`src/rtl/reimu_shot_pool.sv`:
```
// Multi-slot player shot engine: rate-limited spawn, three-zone upward motion and,
// when REIMU_SHOT_HIT_EN is defined, collision against one target box with saturating HP.
module reimu_shot_pool #(
  parameter int SLOTS    = 4,
  parameter int W        = 10,
  parameter int COOLDOWN = 8,
  parameter int HALF_W   = 41,
  parameter int HALF_H   = 24,
  parameter int HP_W     = 10,
  parameter int HP_INIT  = 500,
  parameter int DMG      = 2
) (
  input  logic               clk_22,
  input  logic               rst,
  input  logic               step_en,
  input  logic               fire,
  input  logic [W-1:0]       reimux,
  input  logic [W-1:0]       reimuy,
  input  logic [W-1:0]       targetx,
  input  logic [W-1:0]       targety,
  output logic [SLOTS*W-1:0] bullet_x,
  output logic [SLOTS*W-1:0] bullet_y,
  output logic [SLOTS-1:0]   bullet_vld,
  output logic               fire_ack,
  output logic [SLOTS-1:0]   hit,
  output logic [HP_W-1:0]    target_hp
);

  localparam int CD_W = $clog2(COOLDOWN + 2);

  logic [W-1:0]      r_x [SLOTS];
  logic [W-1:0]      r_y [SLOTS];
  logic [SLOTS-1:0]  r_vld;
  logic [SLOTS-1:0]  r_hit;
  logic              r_fire_ack;
  logic [CD_W-1:0]   r_cd;
  logic [HP_W-1:0]   r_hp;

  logic [SLOTS-1:0]  w_sel;
  logic              w_found;
  logic              w_fire_ok;
  logic [SLOTS-1:0]  w_hit;
  logic [HP_W-1:0]   w_hp_nxt;
  logic [2:0]        w_step [SLOTS];

  // Free means invalid at the start of the cycle, so a slot retiring now is not reusable yet.
  always_comb begin
    w_sel   = '0;
    w_found = 1'b0;
    for (int i = 0; i < SLOTS; i++) begin
      if (!r_vld[i] && !w_found) begin
        w_sel[i] = 1'b1;
        w_found  = 1'b1;
      end
    end
    w_fire_ok = fire && (r_cd == '0) && w_found;
  end

  always_comb begin
    for (int i = 0; i < SLOTS; i++) begin
      if (r_y[i] <= W'(120))      w_step[i] = 3'd1;
      else if (r_y[i] <= W'(240)) w_step[i] = 3'd2;
      else                        w_step[i] = 3'd4;
    end
  end

`ifdef REIMU_SHOT_HIT_EN
  logic [3:0]      w_nhits;
  logic [HP_W+3:0] w_dmg;

  // Differences are taken one bit wider than the coordinates so targets near 0 stay signed-correct.
  always_comb begin : collide
    logic [W:0] w_dx, w_dy, w_ax, w_ay;
    w_hit   = '0;
    w_nhits = '0;
    for (int i = 0; i < SLOTS; i++) begin
      w_dx     = {1'b0, r_x[i]} - {1'b0, targetx};
      w_dy     = {1'b0, r_y[i]} - {1'b0, targety};
      w_ax     = w_dx[W] ? (~w_dx + 1'b1) : w_dx;
      w_ay     = w_dy[W] ? (~w_dy + 1'b1) : w_dy;
      w_hit[i] = step_en && r_vld[i] && (w_ax <= (W+1)'(HALF_W)) && (w_ay <= (W+1)'(HALF_H));
      w_nhits  = w_nhits + {3'b000, w_hit[i]};
    end
    w_dmg = (HP_W+4)'(DMG) * (HP_W+4)'(w_nhits);
    if ({4'b0000, r_hp} <= w_dmg) w_hp_nxt = '0;
    else                          w_hp_nxt = r_hp - w_dmg[HP_W-1:0];
  end
`else
  logic w_unused;
  assign w_unused = ^{targetx, targety, HALF_W[0], HALF_H[0], DMG[0]};
  assign w_hit    = '0;
  assign w_hp_nxt = HP_W'(HP_INIT);
`endif

  always_ff @(posedge clk_22) begin
    if (rst) begin
      r_vld      <= '0;
      r_hit      <= '0;
      r_fire_ack <= 1'b0;
      r_cd       <= '0;
      r_hp       <= HP_W'(HP_INIT);
      for (int i = 0; i < SLOTS; i++) begin
        r_x[i] <= '0;
        r_y[i] <= '0;
      end
    end else begin
      r_fire_ack <= w_fire_ok;
      r_hit      <= w_hit;
      r_hp       <= w_hp_nxt;
      if (w_fire_ok)                   r_cd <= CD_W'(COOLDOWN);
      else if (step_en && r_cd != '0)  r_cd <= r_cd - 1'b1;
      // A freshly loaded slot is not moved or collided in its load cycle.
      for (int i = 0; i < SLOTS; i++) begin
        if (w_fire_ok && w_sel[i]) begin
          r_x[i]   <= reimux;
          r_y[i]   <= reimuy;
          r_vld[i] <= 1'b1;
        end else if (step_en && r_vld[i]) begin
          if (w_hit[i] || (r_y[i] < W'(w_step[i]))) r_vld[i] <= 1'b0;
          else                                      r_y[i]   <= r_y[i] - W'(w_step[i]);
        end
      end
    end
  end

  always_comb begin
    bullet_x = '0;
    bullet_y = '0;
    for (int i = 0; i < SLOTS; i++) begin
      bullet_x[i*W +: W] = r_x[i];
      bullet_y[i*W +: W] = r_y[i];
    end
  end

  assign bullet_vld = r_vld;
  assign fire_ack   = r_fire_ack;
  assign hit        = r_hit;
  assign target_hp  = r_hp;

endmodule
```
`config.mk`:
```
export PLATFORM = sky130hd
export DESIGN_NAME = reimu_shot_pool
export DESIGN_NICKNAME = d
export VERILOG_FILES = /design/src/rtl/reimu_shot_pool.sv
export SDC_FILE = /design/constraint.sdc
export NUM_CORES = 1
export LEC_CHECK = 0
export ABC_AREA = 1
export BUFFER_PORTS_ARGS = -buffer_cell sky130_fd_sc_hd__buf_4
export CELL_PAD_IN_SITES_DETAIL_PLACEMENT = 2
export CELL_PAD_IN_SITES_GLOBAL_PLACEMENT = 2
export CORE_MARGIN = 1.5
export CORE_UTILIZATION = 33
export DETAILED_ROUTE_END_ITERATION = 7
export PLACE_DENSITY = 0.95
export SYNTH_ARGS = -nofsm -noshare
export SYNTH_HDL_FRONTEND = slang
export SYNTH_SLANG_ARGS = --single-unit
```
`constraint.sdc`:
```
create_clock -name clk_22 -period 5.2 [get_ports clk_22]
set_clock_uncertainty 0.2 [all_clocks]
set_input_delay 1.04 -clock clk_22 [delete_from_list [all_inputs] [get_ports clk_22]]
set_output_delay 1.04 -clock clk_22 [all_outputs]
set_load 0.1 [all_outputs]
```
After elaboration in Yosys (flattened, before gate mapping)
Memories as Yosys holds them, arrays and structs flattened. Cells that the tools add are included.

Bitwise gates (word level): 12. Add/sub/neg operators: 5. Reduce and logical (&&, ||, !) cells: 35. Mux-type cells: 75. Order comparisons: 12.

Operators with widths (count): $mux W10 (12); $mux W1 (53); $le A10 B7 Y1 const B (4); $le A10 B8 Y1 const B (4); $lt A10 B3 Y1 (4); $sub A10 B3 Y10 (4); $mux W3 (8); $reduce_bool A2 Y1 (9); $logic_and A1 B1 Y1 (14); $or A1 B1 Y1 (12); $mux W4 (2); $reduce_and A2 Y1 (4); $logic_not A1 Y1 (5); $logic_not A4 Y1 (1); $reduce_bool A4 Y1 (1); $sub A4 B1 Y4 const B (1); $reduce_or A2 Y1 (1).

Register bits: 9. Memories: 2. Word-level logic and storage cells: 148. Memory bits (writable): 80. Input port bits: 44. Output and inout bits: 99.

Memory list: r_x (depth 4, bits a word 10, read ports 4, clocked after memory_dff 0, write ports 4, line 31) `logic [W-1:0] r_x [SLOTS];`; r_y (depth 4, bits a word 10, read ports 4, clocked after memory_dff 0, write ports 4, line 32) `logic [W-1:0] r_y [SLOTS];`.

Depth between registers and ports, before layout
Depth in word-level cells: 16. Depth in mapped cells: 16. Gate-level depth less buffers: 16.

Least setup slack after synthesis
OpenSTA, ideal clock, no wires.

Kind: reg-to-reg. Start: memory r_y[0][4]. End: memory r_y[0][0], enable pin. Library setup time: 0.351 ns. Arrival: 2.999 ns. Cell stages (with the launch flop): 13. Buffers on the path: 0. Slack: 1.650 ns. Data required time: 4.649 ns. Period minus slack after synthesis: 3.550 ns. Cell sequence: edfxtp_1 -> inv_1 -> nor3_1 -> nand3_1 -> nand2_1 -> nand2_1 -> fa_1 -> nand2_1 -> nand2_1 -> nor2_1 -> nand2_1 -> nand2_1 -> nand3_1.

RTL lines (line): start, declared (32).

==> flow_metrics.tcl <==
set metrics [dict create \
    status "finished, final reports clean" \
    post_cts_resize_count 0 \
    rsz0062_at_grt "no" \
    period_share_pct 72.0 \
    die_x_um 127 \
    required_ps 4960 \
    synth_mux_area_share_pct 0 \
    synth_seq_area_share_pct 50.7 \
    peakVddDrop_uv 198 \
    drt_iter0_markers 182 \
    area_growth_pct 24.0 \
    clock-sinks 89 \
    start_util_pct 33.6 \
    ys_ff_latch 89 \
    period_needed_ps 3750 \
    core-area_um2 15100 \
    die_area_um2 16200 \
    yosys.area_share.adder_pct 5.01 \
    grt_antenna_before_repair 0 \
    ctsHtreeMaxLevel 3 \
    maxSlewHeadroom_pct 59.5 \
    seq_area_um2 2580 \
    cts_setup_buffers 0 \
    critical_path_class "flop to flop" \
    cts_made_buffers 9 \
    fin_ws_ps 1450 \
    layout.nets 770 \
    fin_cells 901 \
    tightest_slew_ps 606 \
    drc_errors 0 \
    ys_types 36 \
    synth_top_area_share_pct 47.2 \
    clkTransAtPathRegs_ps 70 \
    io_pins 143 \
    p_leak_nw 2.95 \
    dp.cells 885 \
    yosysTopAreaCell "edfxtp_1" \
    grt_pass1_wl_mm 31.0 \
    finalHoldViolations 0 \
    overflow 0 \
    ys_top_cells_by_area "edfxtp_1 47%, nand2_1 10%, nor2_1 6.9%" \
    routed_wl_mm 20.0 \
    maxCapViolations 0 \
    synth_most_common_cell "nand2_1" \
    worstReg2RegStart "r_y[3][8]" \
    grt_max_degree 22 \
    holdCritPathClass "flop to flop" \
    synth_area_um2 5090 \
    slew_viol_final 0 \
    dr.pass1.iters 4 \
    syn-instance-count 597 \
    finalSetupViolCount 0 \
    vias 4734 \
    holdBufCountCts 0 \
    crit_start "r_y[3][8]" \
    reg2regPathDepth 12 \
    grt_pass1_vias 5331 \
    multi_input_area_um2 2050 \
    hp-start "r_cd[0]" \
    start_kind "flop" \
    ys.flop_type "edfxtp_1" \
    place_ws_ps 1540 \
    clock_latency_ps 360 \
    synth-xor-area-share_pct 2.41 \
    nFillCells 1726 \
    gp_congestion 0.903 \
    cts_tree "built" \
    clk_path_buf_depth 2 \
    dieHeight_um 127 \
    synth_warnings 0 \
    synthTopCellsByCount "135 x nand2_1, 94 x nor2_1, 90 x inv_1" \
    clockRootBuffer "clkbuf_16" \
    tns_ps 0 \
    synth_compound_area_share_pct 6.27 \
    rows 45 \
    whs_path_depth 2 \
    cp-end-kind "flop" \
    postSynthAreaPerCell_um2 8.53 \
    fmax_mhz 267 \
    n_antenna_cell 0 \
    synth-simple-area-share_pct 25.5 \
    cp_data_arrival_time_ps 3500 \
    track_usage_pct 25.6 \
    port_buffers 108 \
    pwr_density_cell_nw_per_um2 537 \
    wl_per_cell_um 22.2 \
    ant_nets 0 \
    dp_hpwl_mm 15.3 \
    synth_edf_count 80 \
    async_flop_share_pct 0 \
    synth_top_family_by_area "simple AND/OR/NAND/NOR gates" \
    vias_per_cell 5.25 \
    critPathMaxFanout 10 \
    drive_above_1_share_pct 19.6 \
]
-- cells by family (layout without fill, tap and decap cells) --
logic type / Yosys count / after routing
compound gates: 58 / 58
xor+xnor: 14 / 14
fa+ha+maj: 18 / 18
buf+inv: 114 / 218
flops: 89 / 89
other cells: 2 / 14
simple gates: 302 / 302
-- power by group --
group	internal, mW	leakage (nW)	switching, mW
clock	0.328	0.130	0.315
sequential	0.924	0.908	0.115
combinational	0.351	1.91	1.36
total	1.60	2.95	1.79
-- state kept, by name (all words and copies together), names as in the netlist --
name	cells
r_x	40
r_y	40
bullet_vld	4
r_cd	4
fire_ack	1
-- final cells by class --
class                           count  share of cell area, %
Clock buffer                        9                   3.57
Sequential cell                    89                   40.9
Clock inverter                      7                  0.852
Inverter                           93                   5.53
Timing Repair Buffer              109                   13.0
Multi-Input combinational cell    406                   32.4
Tap cell                          188                   3.73
-- per-layer routing --
layer	global-route usage, %	vias to the layer above	routed length, um
met5	0	-	0
met4	14.0	0	943
met3	4.10	56	849
met2	45.1	134	10200
met1	29.9	2406	8010
li1	-	2138	-
-- worst max-delay path: stages (launching register included) --
cell	delay, ps
edfxtp_1	500
nor2_1	350
inv_1	130
nor3_1	210
ha_1	180
inv_1	60
fa_1	380
nand2_1	130
nand2_1	130
nor2_1	280
a21oi_2	230
inv_1	160
nand3_1	400
-- cells in the final DEF (no fill, tap or decap), drive strengths merged --
cell type / netlist / layout
a21oi: 11 / 11
nor4: 1 / 1
or2: 3 / 3
clkinv: 0 / 3
clkinvlp: 0 / 2
nor3: 9 / 9
fa: 4 / 4
inv: 93 / 95
ha: 14 / 14
nor3b: 1 / 1
nand4: 7 / 7
nor2: 98 / 98
xnor2: 3 / 3
o31ai: 1 / 1
nand3: 45 / 45
o211ai: 3 / 3
edfxtp: 80 / 80
o22ai: 4 / 4
xor2: 11 / 11
o21ai: 35 / 35
buf: 20 / 109
clkbuf: 1 / 9
nand2: 136 / 136
dfxtp: 9 / 9
a31oi: 3 / 3
a21boi: 1 / 1
and2: 2 / 2
conb: 2 / 14
-- per-stage QoR --
stage	hold slack, ps	power (mW)	cell area (um2)	utilization [%]
after global routing	331	3.54	6310	41.7
final	299	3.39	6310	41.7
after global placement	259	2.62	6030	39.8
after detailed placement	283	2.74	6030	39.8
after floorplan	244	2.32	5140	-
after CTS	298	3.40	6310	41.7
-- final timing paths --
path	to	slack, ps
worst max-delay path	r_y[3][3]	1450
worst min-delay path	r_cd[0]	300
worst max register to register	r_y[3][3]	1450
worst min register to register	r_cd[0]	300
Power figures use the tool's default switching activity.
